## src/rtl/bios_arb_pkg.sv

```systemverilog
// -----------------------------------------------------------------------------
// bios_arb_pkg
// Shared definitions for the BIOS memory arbiter:
//   owner_t                 - owner of the read issued in the previous cycle
//   BIOS_ADDR_WIDTH         - default word-address width of the BIOS memory
//   BIOS_DATA_WIDTH         - default read data width
//   BIOS_STARVE_LIMIT       - default fetch starvation bound
//   starve_cnt_width()      - width needed to count 0..limit inclusive
// -----------------------------------------------------------------------------
package bios_arb_pkg;

  typedef enum logic [1:0] {
    OWN_NONE = 2'd0,
    OWN_IF   = 2'd1,
    OWN_LD   = 2'd2
  } owner_t;

  localparam int BIOS_ADDR_WIDTH   = 12;
  localparam int BIOS_DATA_WIDTH   = 32;
  localparam int BIOS_STARVE_LIMIT = 4;

  // The counter must be able to hold the limit value itself, hence limit+1.
  function automatic int starve_cnt_width(input int limit);
    return (limit < 1) ? 1 : $clog2(limit + 1);
  endfunction

endpackage

```

## src/rtl/bios_arb_starve_counter.sv

```systemverilog
// -----------------------------------------------------------------------------
// bios_arb_starve_counter
// Saturating counter of consecutive denied fetch cycles.
// Ports:
//   clk       in   system clock
//   rst       in   asynchronous active-high reset
//   inc       in   fetch requested but not granted this cycle
//   clr       in   fetch granted, or no fetch request this cycle
//   at_limit  out  counter has reached LIMIT (fetch must win next tie)
// -----------------------------------------------------------------------------
module bios_arb_starve_counter
  import bios_arb_pkg::*;
#(
  parameter int LIMIT = BIOS_STARVE_LIMIT
) (
  input  logic clk,
  input  logic rst,
  input  logic inc,
  input  logic clr,
  output logic at_limit
);

  localparam int                 CNT_W     = starve_cnt_width(LIMIT);
  localparam logic [CNT_W-1:0]   LIMIT_VAL = CNT_W'(LIMIT);

  logic [CNT_W-1:0] r_cnt;

  // Clear wins over increment; the count holds at LIMIT rather than wrapping.
  always_ff @(posedge clk or posedge rst) begin
    if (rst) begin
      r_cnt <= '0;
    end else if (clr) begin
      r_cnt <= '0;
    end else if (inc && (r_cnt != LIMIT_VAL)) begin
      r_cnt <= r_cnt + CNT_W'(1);
    end
  end

  assign at_limit = (r_cnt == LIMIT_VAL);

endmodule

```

## src/rtl/bios_mem_arbiter.sv

```systemverilog
// -----------------------------------------------------------------------------
// bios_mem_arbiter
// Shares the single-ported, synchronous-read BIOS memory between instruction
// fetch and data load. Load normally wins a tie; fetch wins once it has been
// denied STARVE_LIMIT cycles in a row. Read data returns one cycle after the
// grant, qualified by a per-port rvalid.
// Ports:
//   clk, rst                  clock, asynchronous active-high reset
//   if_req/if_addr/if_gnt     fetch request, address, combinational grant
//   if_rvalid/if_rdata        fetch read data valid (registered) and data
//   ld_req/ld_addr/ld_gnt     load request, address, combinational grant
//   ld_rvalid/ld_rdata        load read data valid (registered) and data
//   mem_en/mem_addr           memory read enable and address
//   mem_dout                  memory read data, valid the cycle after mem_en
// -----------------------------------------------------------------------------
module bios_mem_arbiter
  import bios_arb_pkg::*;
#(
  parameter int ADDR_WIDTH   = BIOS_ADDR_WIDTH,
  parameter int DATA_WIDTH   = BIOS_DATA_WIDTH,
  parameter int STARVE_LIMIT = BIOS_STARVE_LIMIT
) (
  input  logic                  clk,
  input  logic                  rst,
  input  logic                  if_req,
  input  logic [ADDR_WIDTH-1:0] if_addr,
  output logic                  if_gnt,
  output logic                  if_rvalid,
  output logic [DATA_WIDTH-1:0] if_rdata,
  input  logic                  ld_req,
  input  logic [ADDR_WIDTH-1:0] ld_addr,
  output logic                  ld_gnt,
  output logic                  ld_rvalid,
  output logic [DATA_WIDTH-1:0] ld_rdata,
  output logic                  mem_en,
  output logic [ADDR_WIDTH-1:0] mem_addr,
  input  logic [DATA_WIDTH-1:0] mem_dout
);

  owner_t r_state;
  owner_t w_state_next;
  logic   w_if_gnt;
  logic   w_ld_gnt;
  logic   w_at_limit;
  logic   w_starve_inc;
  logic   w_starve_clr;

  // Owner of the read issued last cycle. An asynchronous reset here is what
  // drops a pending rvalid when reset lands between grant and data.
  always_ff @(posedge clk or posedge rst) begin
    if (rst) begin
      r_state <= OWN_NONE;
    end else begin
      r_state <= w_state_next;
    end
  end

  // Grant and next-owner logic. Grants are purely a function of the current
  // requests and the starvation flag, so they also follow inputs in reset.
  always_comb begin
    w_if_gnt     = 1'b0;
    w_ld_gnt     = 1'b0;
    w_state_next = OWN_NONE;

    if (ld_req && !(if_req && w_at_limit)) begin
      w_ld_gnt = 1'b1;
    end else if (if_req) begin
      w_if_gnt = 1'b1;
    end

    if (w_ld_gnt) begin
      w_state_next = OWN_LD;
    end else if (w_if_gnt) begin
      w_state_next = OWN_IF;
    end
  end

  // Fetch is "denied" only while it is actually asking; any other cycle
  // (granted or idle) restarts the count.
  assign w_starve_inc = if_req & ~w_if_gnt;
  assign w_starve_clr = ~w_starve_inc;

  bios_arb_starve_counter #(
    .LIMIT (STARVE_LIMIT)
  ) u_starve (
    .clk      (clk),
    .rst      (rst),
    .inc      (w_starve_inc),
    .clr      (w_starve_clr),
    .at_limit (w_at_limit)
  );

  assign if_gnt    = w_if_gnt;
  assign ld_gnt    = w_ld_gnt;
  assign mem_en    = w_if_gnt | w_ld_gnt;
  // Fetch address is presented when idle so the fetch path sees no extra mux.
  assign mem_addr  = w_ld_gnt ? ld_addr : if_addr;

  assign if_rvalid = (r_state == OWN_IF);
  assign ld_rvalid = (r_state == OWN_LD);
  assign if_rdata  = mem_dout;
  assign ld_rdata  = mem_dout;

endmodule

```

## config.mk

```make
export PLATFORM = sky130hd
export DESIGN_NAME = bios_mem_arbiter
export DESIGN_NICKNAME = d
export VERILOG_FILES = /design/src/rtl/bios_arb_pkg.sv /design/src/rtl/bios_arb_starve_counter.sv /design/src/rtl/bios_mem_arbiter.sv
export SDC_FILE = /design/constraint.sdc
export NUM_CORES = 1
export LEC_CHECK = 0
export ABC_AREA = 1
export BUFFER_PORTS_ARGS = -buffer_cell sky130_fd_sc_hd__buf_2
export CORE_AREA = 2 2 58 60
export DETAILED_ROUTE_END_ITERATION = 7
export DIE_AREA = 0 0 60 62
export GPL_TIMING_DRIVEN = 0
export PLACE_DENSITY = 0.82
export SYNTH_ARGS = -nofsm -noshare
export SYNTH_HDL_FRONTEND = slang
export SYNTH_SLANG_ARGS = --single-unit
```

## constraint.sdc

```tcl
create_clock -name clk -period 2.2 [get_ports clk]
set_input_delay 0.44 -clock clk [delete_from_list [all_inputs] [get_ports clk]]
set_output_delay 0.44 -clock clk [all_outputs]
set_load 0.02 [all_outputs]
```

[After elaboration in Yosys (flattened, before gate mapping)]
Cells that the tools add are included.
Operators by class
  $add $sub $neg: 1
  eq/ne operators: 5
  muxes and demuxes: 8
  bitwise logic cells: 3
  reductions and logical operators: 4
Operator list (number)
  2-to-1 mux 12 bit: 1
  2-to-1 mux 3 bit: 2
  2-to-1 mux 1 bit: 4
  adder 3 x 1 -> 3 bit, second input constant: 1
  == test 3 bit, second input constant: 1
  logical AND 1 bit: 3
  inequality test 3 bit, second input constant: 1
  == test 2 x 1 -> 1 bit, second input constant: 1
  == test 2 bit, second input constant: 1
  2-to-1 mux 2 bit: 1
  inequality test 2 bit, second input constant: 1
  AND 1 bit: 1
  zero test 1 bit: 1
  NOT 1 bit: 1
  OR 1 bit: 1
Storage, ports and cells
  bits in registers: 5
  output and inout port bits: 81

[Longest topological paths before layout]
Gate-level depths: netlist of the first run.
  depth in word-level cells: 10
  mapped depth: 7
  mapped depth without buffers: 6

[Modules after synthesis]
Synthesis of the first run repeated with hierarchy kept, for this count alone.
Second synthesis, totals
  cell total of the unflattened synthesis: 145
  area total of the unflattened synthesis: 952.2 sq um
By module, submodules not included
  bios_mem_arbiter: instances 1, cells each 119, area an instance 763.2 sq um, sequential area each 50.0 sq um
  bios_arb_starve_counter: instances 1, cells each 26, area an instance 188.9 sq um, sequential area each 75.1 sq um

[Least setup slack after synthesis of the first run]
No wires, ideal clock.
  path kind: flip-flop to output port
  start: register u_starve.r_cnt[0]
  end: output if_gnt
  data arrival time: 1191 ps
  required time: 1760 ps
  setup slack: 569 ps
  stages on the path, launching flop included: 7
  path buffers: 0
  cell sequence: dfrtp_1 > inv_1 > ha_1 > nand3_2 > nand2_4 > inv_2 > nor2_1
On the way
  cells in the longest elaborated chain, start to end: 5
RTL lines
  start: declaration: line bios_arb_starve_counter.sv:26  | logic [CNT_W-1:0] r_cnt;
  start signal: assignment: line bios_arb_starve_counter.sv:35  | r_cnt <= r_cnt + CNT_W'(1);
  == test 3 bit: line bios_arb_starve_counter.sv:39  | assign at_limit = (r_cnt == LIMIT_VAL);
  logical AND 1 bit: line bios_mem_arbiter.sv:65  | if (ld_req && !(if_req && w_at_limit)) begin
  zero test 1 bit: line bios_mem_arbiter.sv:65
  logical AND 1 bit: line bios_mem_arbiter.sv:65
  2-to-1 mux 1 bit: line bios_mem_arbiter.sv:65
  end: declaration: line bios_mem_arbiter.sv:27  | output logic if_gnt,
Every way passes these cells.

[Final worst setup path of the first run]
  start: register u_starve.r_cnt[0]
  end: output mem_addr[7]
On the way
  cells in the longest elaborated chain, start to end: 6
RTL lines
  == test 3 bit: line bios_arb_starve_counter.sv:39
  logical AND 1 bit: line bios_mem_arbiter.sv:65
  zero test 1 bit: line bios_mem_arbiter.sv:65
  logical AND 1 bit: line bios_mem_arbiter.sv:65
  2-to-1 mux 1 bit: line bios_mem_arbiter.sv:65
  2-to-1 mux 12 bit: line bios_mem_arbiter.sv:97  | assign mem_addr = w_ld_gnt ? ld_addr : if_addr;
  end: declaration: line bios_mem_arbiter.sv:36  | output logic [ADDR_WIDTH-1:0] mem_addr,
Every way passes these cells.

==> results of run 1 <==
[flip-flops by register name (all words and copies together), names as in the netlist]
name and cells:
u_starve.r_cnt 3, r_state 2
[worst max-delay path: stages, from the launching register on]
cell and delay [ns]:
dfrtp_1 0.37, inv_1 0.05, ha_1 0.20, nand3_2 0.14
buf_2 0.23, nand3_1 0.10, nand2_1 0.08, buf_2 0.16
[cell usage in the layout, fill, tap and decap left out, drive strengths merged]
master and instances:
nand3 14, xnor2 1, inv 8, ha 2, buf 175, nor2 6, nand2 26, dfrtp 5
clkbuf 4
[layout make-up]
type | count | area [um2] | share of cell area, %
multi-input combinational | 49 | 236 | 15.6
clock buffer | 4 | 26.3 | 1.73
tap | 46 | 57.6 | 3.79
buffer | 67 | 504 | 33.2
sequential | 5 | 125 | 8.23
timing repair buffer | 108 | 541 | 35.6
inverter | 8 | 30.0 | 1.98
[stage by stage]
stage | worst slack, ns | area (um2)
detailed placement | 0.411 | 1490
global placement | 0.445 | 1490
floorplan | 0.569 | 896
CTS | 0.146 | 1520
finish | 0.182 | 1520
global route | 0.0200 | 1520
[power groups by stage]
stage | registers, mW | logic (mW) | clock network (mW)
floorplan | 0.0990 | 0.236 | 0
global placement | 0.0994 | 0.338 | 0
detailed placement | 0.0996 | 0.342 | 0
CTS | 0.0983 | 0.343 | 0.110
global route | 0.0984 | 0.368 | 0.115
finish | 0.0983 | 0.339 | 0.106
[routing by layer]
metal	vias up	track usage (%)	share of wire (%)
met5	-	0	0
met4	0	3.81	0.78
li1	552	-	-
met1	454	9.34	33
met2	86	22.2	53
met3	2	3.31	13
[worst max path at each step]
| stage | end | slack (ns) | cells past startpoint |
|---|---|---|---|
| 3_3_place_gp | mem_addr[5] | 0.45 | 8 |
| 2_1_floorplan | if_gnt | 0.57 | 6 |
| 5_1_grt | mem_addr[8] | 0.02 | 8 |
| 4_1_cts | mem_addr[7] | 0.15 | 7 |
| 3_5_place_dp | mem_addr[7] | 0.41 | 7 |
| 6_report | mem_addr[7] | 0.18 | 7 |
[logic make-up after synthesis]
family | after synthesis | share of synthesized area, %
DFF | 5 | 14.0
and+or+nand+nor | 46 | 22.6
buffers and inverters | 75 | 59.6
adders and majority gates | 2 | 2.79
xor gates and xnor gates | 1 | 0.978
==> results by group, run 1 <==
Status
  • Status: finished, final reports clean

Worst setup path
  • Worst r2r src: u_starve.r_cnt[0]
  • CP Max Fanout: 10
  • R2R Setup Slk: 1.07 ns
  • R2r worst-path depth: 6
  • Worst Path Arrival: 1.58 ns
  • CP startpoint kind: flop
  • CP Capture Type: output pin
  • CP startpoint: u_starve.r_cnt[0]
  • FF-to-FF End: r_state[0]
  • Critical path class: flop to output pin
  • Req. time, crit path: 1.76 ns

Yosys
  • Async set or reset register ratio after synthesis: 100%
  • Post-Syn Instances: 129
  • Yosys cell types: 13
  • Largest area contributor in the netlist: buf_4
  • Top post-synthesis cells by area: buf_4 (54%), dfrtp_1 (14%), nand2_1 (10%), nand3_1 (7.3%), inv_1 (2.9%)
  • Seq cells post-synth: 5
  • Sequential area share after synthesis: 14.0%
  • Mean Syn Cell Area: 6.94 um2
  • Post-Syn Nets: 191
  • Leading cell types by count after synthesis: buf_4 (65), nand2_1 (25), nand3_1 (13)
  • Synthesized cell area: 896 um2
  • Prevailing post-synth register cell: dfrtp_1
  • Ys Warns: 0
  • Post-synth EDFFs: 0
  • Yosys top cell area share: 54.5%
  • Most frequent cell after synthesis: buf_4

Timing
  • Tcrit/Tclk final: 91.7%
  • Max-slew headroom: 87.2%
  • RSZ-0062 raised after global routing: false
  • Worst Skew: 0.00109 ns
  • Final setup viols: 0
  • Fin crit period: 2.02 ns
  • Slew Viols, Final: 0
  • Worst-margin pin slew: 0.192 ns
  • Fmax: 0.496 GHz
  • Final hold vios: 0
  • Setup TNS: 0 ns
  • Final Hold Slack: 0.0862 ns

Drt
  • Pre-antenna DRT Iters: 4
  • Via count: 1,094
  • Antenna Nets Post-Route: 0
  • Total Routed Length: 2430 um
  • Vias per cell: 3.81
  • DRC Markers: 0
  • DRT iter0 DRCs: 24
  • Avg WL per Cell: 8.47 um

Power and ir drop
  • Clk pwr share: 19.5%
  • Net Switching: 0.219 mW
  • Total power: 0.543 mW
  • Sequential power share: 18.1%
  • PD cells: 357 nW/um2
  • VDD IR-drop max: 203 uV
  • Combinational power share: 62.4%
  • Net Sw Frac: 40.3%
  • Int Power: 0.324 mW
  • LEAKAGE: 1.00 nW

Clock network
  • Clock buffer depth: 2
  • Post-CTS Setup Repair Bufs: 0
  • Clock transition at path regs: 0.04 ns
  • Htree depth: 1
  • CTS tree: built
  • Num CTS Buffers: 3
  • CTS root buf: clkbuf_4
  • CTS Hold Buffers Added: 0
  • Clk_lat worst skew: 0.24 ns
  • CTS sink count: 5
  • CTS resizes: 0

Global route
  • Gr ovfl total: 0
  • Vias in the first global route: 764
  • Number of antenna violations at the first check in global routing: 0
  • First-pass GRT wire length: 2890 um
  • Largest net degree at the start of global routing: 11
  • Total GRT Usage: 10.6%

Layout
  • Layout cells sized above 1: 75.1%
  • Ant. Diodes: 0
  • Final Util: 47.8%
  • Fill count: 329
  • Nets: 304
  • Syn-to-layout area delta: 69.7%
  • Post-layout instance count excluding filler cells: 287

Floorplanning
  • Die Wd: 60 um
  • Ports: 141
  • Rows: 21
  • Core area: 3180 um2
  • Die height: 62 um
  • Starting density of the core: 28.2%
  • Die area: 3720 um2

Run
  • Max-Cap Viols: 0

Placed design
  • HPWL after detailed placement: 2220 um
  • Placed insts: 283
  • I/O Buffers: 108
  • Placer congestion estimate: 0.712

Hold path
  • Worst min-delay path category: input pin to async pin
Power figures use the tool's default switching activity.
==> inputs of run 2 (changes only) <==
Settings changed: CORE_AREA 2 2 58 60 to 2 2 57 59, DIE_AREA 0 0 60 62 to 0 0 59 61, PLACE_DENSITY 0.82 to 0.84.
==> run 2 against run 1 <==
Die area shrank 3.3%; core utilization rose by 3.2 points; sequential power about the same; final area down 0.99%; via count rose by 2.4%; wire length up 1.1%; combinational power is essentially flat; maximum frequency down 0.65%; non-clock buffer count did not move; worst setup slack worse by 0.013 ns; critical path type unchanged; highest routed layer unchanged.
==> results by group, run 2 (same netlist as run 1, synthesis figures left out) <==
Status
  • Status: finished, final reports clean

Drt
  • Avg WL per Cell: 8.97 um
  • Antenna Nets Post-Route: 0
  • Pre-antenna DRT Iters: 4
  • Via count: 1,120
  • Total Routed Length: 2460 um
  • DRC Markers: 0
  • DRT iter0 DRCs: 13
  • Vias per cell: 4.09

Clock network
  • CTS sink count: 5
  • Clock transition at path regs: 0.05 ns
  • Clk_lat worst skew: 0.26 ns
  • Num CTS Buffers: 3
  • CTS resizes: 0
  • CTS root buf: clkbuf_4
  • Clock buffer depth: 2
  • Post-CTS Setup Repair Bufs: 0
  • Htree depth: 1
  • CTS tree: built
  • CTS Hold Buffers Added: 0

Worst setup path
  • CP delay by family, top: buffers and inverters
  • Buf+Inv Stages, Crit Path: 3
  • Worst Path Arrival: 1.59 ns
  • Req. time, crit path: 1.76 ns
  • Critical path's most frequent cell: buf_2
  • CP Max Fanout: 10
  • Max incr delay on CP: 0.37 ns
  • CP Capture Type: output pin
  • CP startpoint kind: flop
  • Cell Chain, Critical Path: inv_1 -> ha_1 -> nand3_2 -> buf_2 -> nand3_1 -> nand2_1 -> buf_2
  • Slowest CP cell: dfrtp_1
  • Critical path class: flop to output pin

Timing
  • Fmax: 0.492 GHz
  • Final worst setup slack: 0.169 ns
  • Max-slew headroom: 86.7%
  • Tcrit/Tclk final: 92.3%
  • Final hold vios: 0
  • Final Hold Slack: 0.0656 ns
  • Slew Viols, Final: 0
  • Worst Skew: 0.0109 ns
  • RSZ-0062 raised after global routing: false
  • Worst-margin pin slew: 0.200 ns
  • Final setup viols: 0
  • Setup TNS: 0 ns
  • Fin crit period: 2.03 ns

Global route
  • Vias in the first global route: 882
  • Largest net degree at the start of global routing: 11
  • Gr ovfl total: 0
  • Total GRT Usage: 12.0%
  • First-pass GRT wire length: 3290 um
  • Number of antenna violations at the first check in global routing: 0

Layout
  • Largest Register: u_starve.r_cnt
  • Storage element area: 125 um2
  • Syn-to-layout area delta: 68.0%
  • Ant. Diodes: 0
  • Max reg flops: 3
  • Fill count: 306
  • Commonest cells after routing, fill and taps aside: buf_2 (109), buf_4 (65), nand2_1 (25), nand3_1 (13), inv_1 (7)
  • Largest registers: u_starve.r_cnt x3, r_state x2
  • Final instance area: 1510 um2
  • Area of the multi-input gates: 236 um2
  • Layout cells sized above 1: 75.5%
  • Commonest non-fill, non-tap cell in the layout: buf_2
  • Nets: 304

Floorplanning
  • Starting density of the core: 30.3%
  • Die Wd: 59 um
  • Core area: 2950 um2
  • Ports: 141
  • Die height: 61 um
  • Rows: 20
  • Die area: 3600 um2

Power and ir drop
  • PD cells: 365 nW/um2
  • VDD IR-drop max: 274 uV
  • Total power: 0.550 mW
  • LEAKAGE: 1.00 nW

Placed design
  • Dpl ws: 0.411 ns
  • HPWL after detailed placement: 2210 um
  • Dpl cell area: 1480 um2
  • Placer congestion estimate: 0.767
  • I/O Buffers: 108

Hold path
  • Worst min-delay path category: input pin to async pin

Run
  • Max-Cap Viols: 0
[run 2: changes by cell type in the layout (fill, tap and decap cells not counted), sizes merged]
cell	before	now
clkbuf	4	3
clkinv	0	1
[run 2: path summary, 6_finish.rpt]
kind	from	end	slack [ns]	depth (start not counted)
setup / recovery	u_starve.r_cnt[0]	mem_addr[6]	0.17	7
hold / removal	rst	r_state[1]	0.07	2
setup reg to reg	u_starve.r_cnt[0]	r_state[0]	1.10	6
hold reg to reg	u_starve.r_cnt[0]	u_starve.r_cnt[0]	0.47	1
max in group asynchronous	rst	u_starve.r_cnt[1]	1.95	2
min in group clk	if_req	r_state[0]	0.46	3
[run 2: layout make-up]
type | instances | share of cell area, %
flip-flops and latches | 5 | 8.31
repair buffers | 108 | 35.9
clock inverters | 1 | 0.333
well taps | 33 | 2.74
inverters | 8 | 2.00
clock buffers | 3 | 1.50
multi-input cells | 49 | 15.7
plain buffers | 67 | 33.5
[run 2: layer usage]
layer	track usage [%]	part of all wire, %
met1	12.4	30
met2	23.2	55
met3	2.77	14
met4	4.87	1.3
met5	0	0
[run 2: worst reg2reg max path: stages, from the launching register on]
cell	delay [ns]
dfrtp_1	0.40
inv_1	0.06
ha_1	0.15
nand3_2	0.14
nand2_4	0.12
inv_2	0.05
nor2_1	0.11
[run 2: through the flow]
| step | instances | utilization, % |
|---|---|---|
| 2_1_floorplan | 129 | - |
| 3_3_place_gp | 270 | 50.0 |
| 3_5_place_dp | 270 | 50.0 |
| 4_1_cts | 274 | 51.0 |
| 5_1_grt | 274 | 51.0 |
| 6_report | 274 | 51.0 |
[run 2: where the power goes]
group / internal [mW] / switching, mW
combinational: 0.159 / 0.178
sequential: 0.0958 / 0.00221
clock: 0.0664 / 0.0478
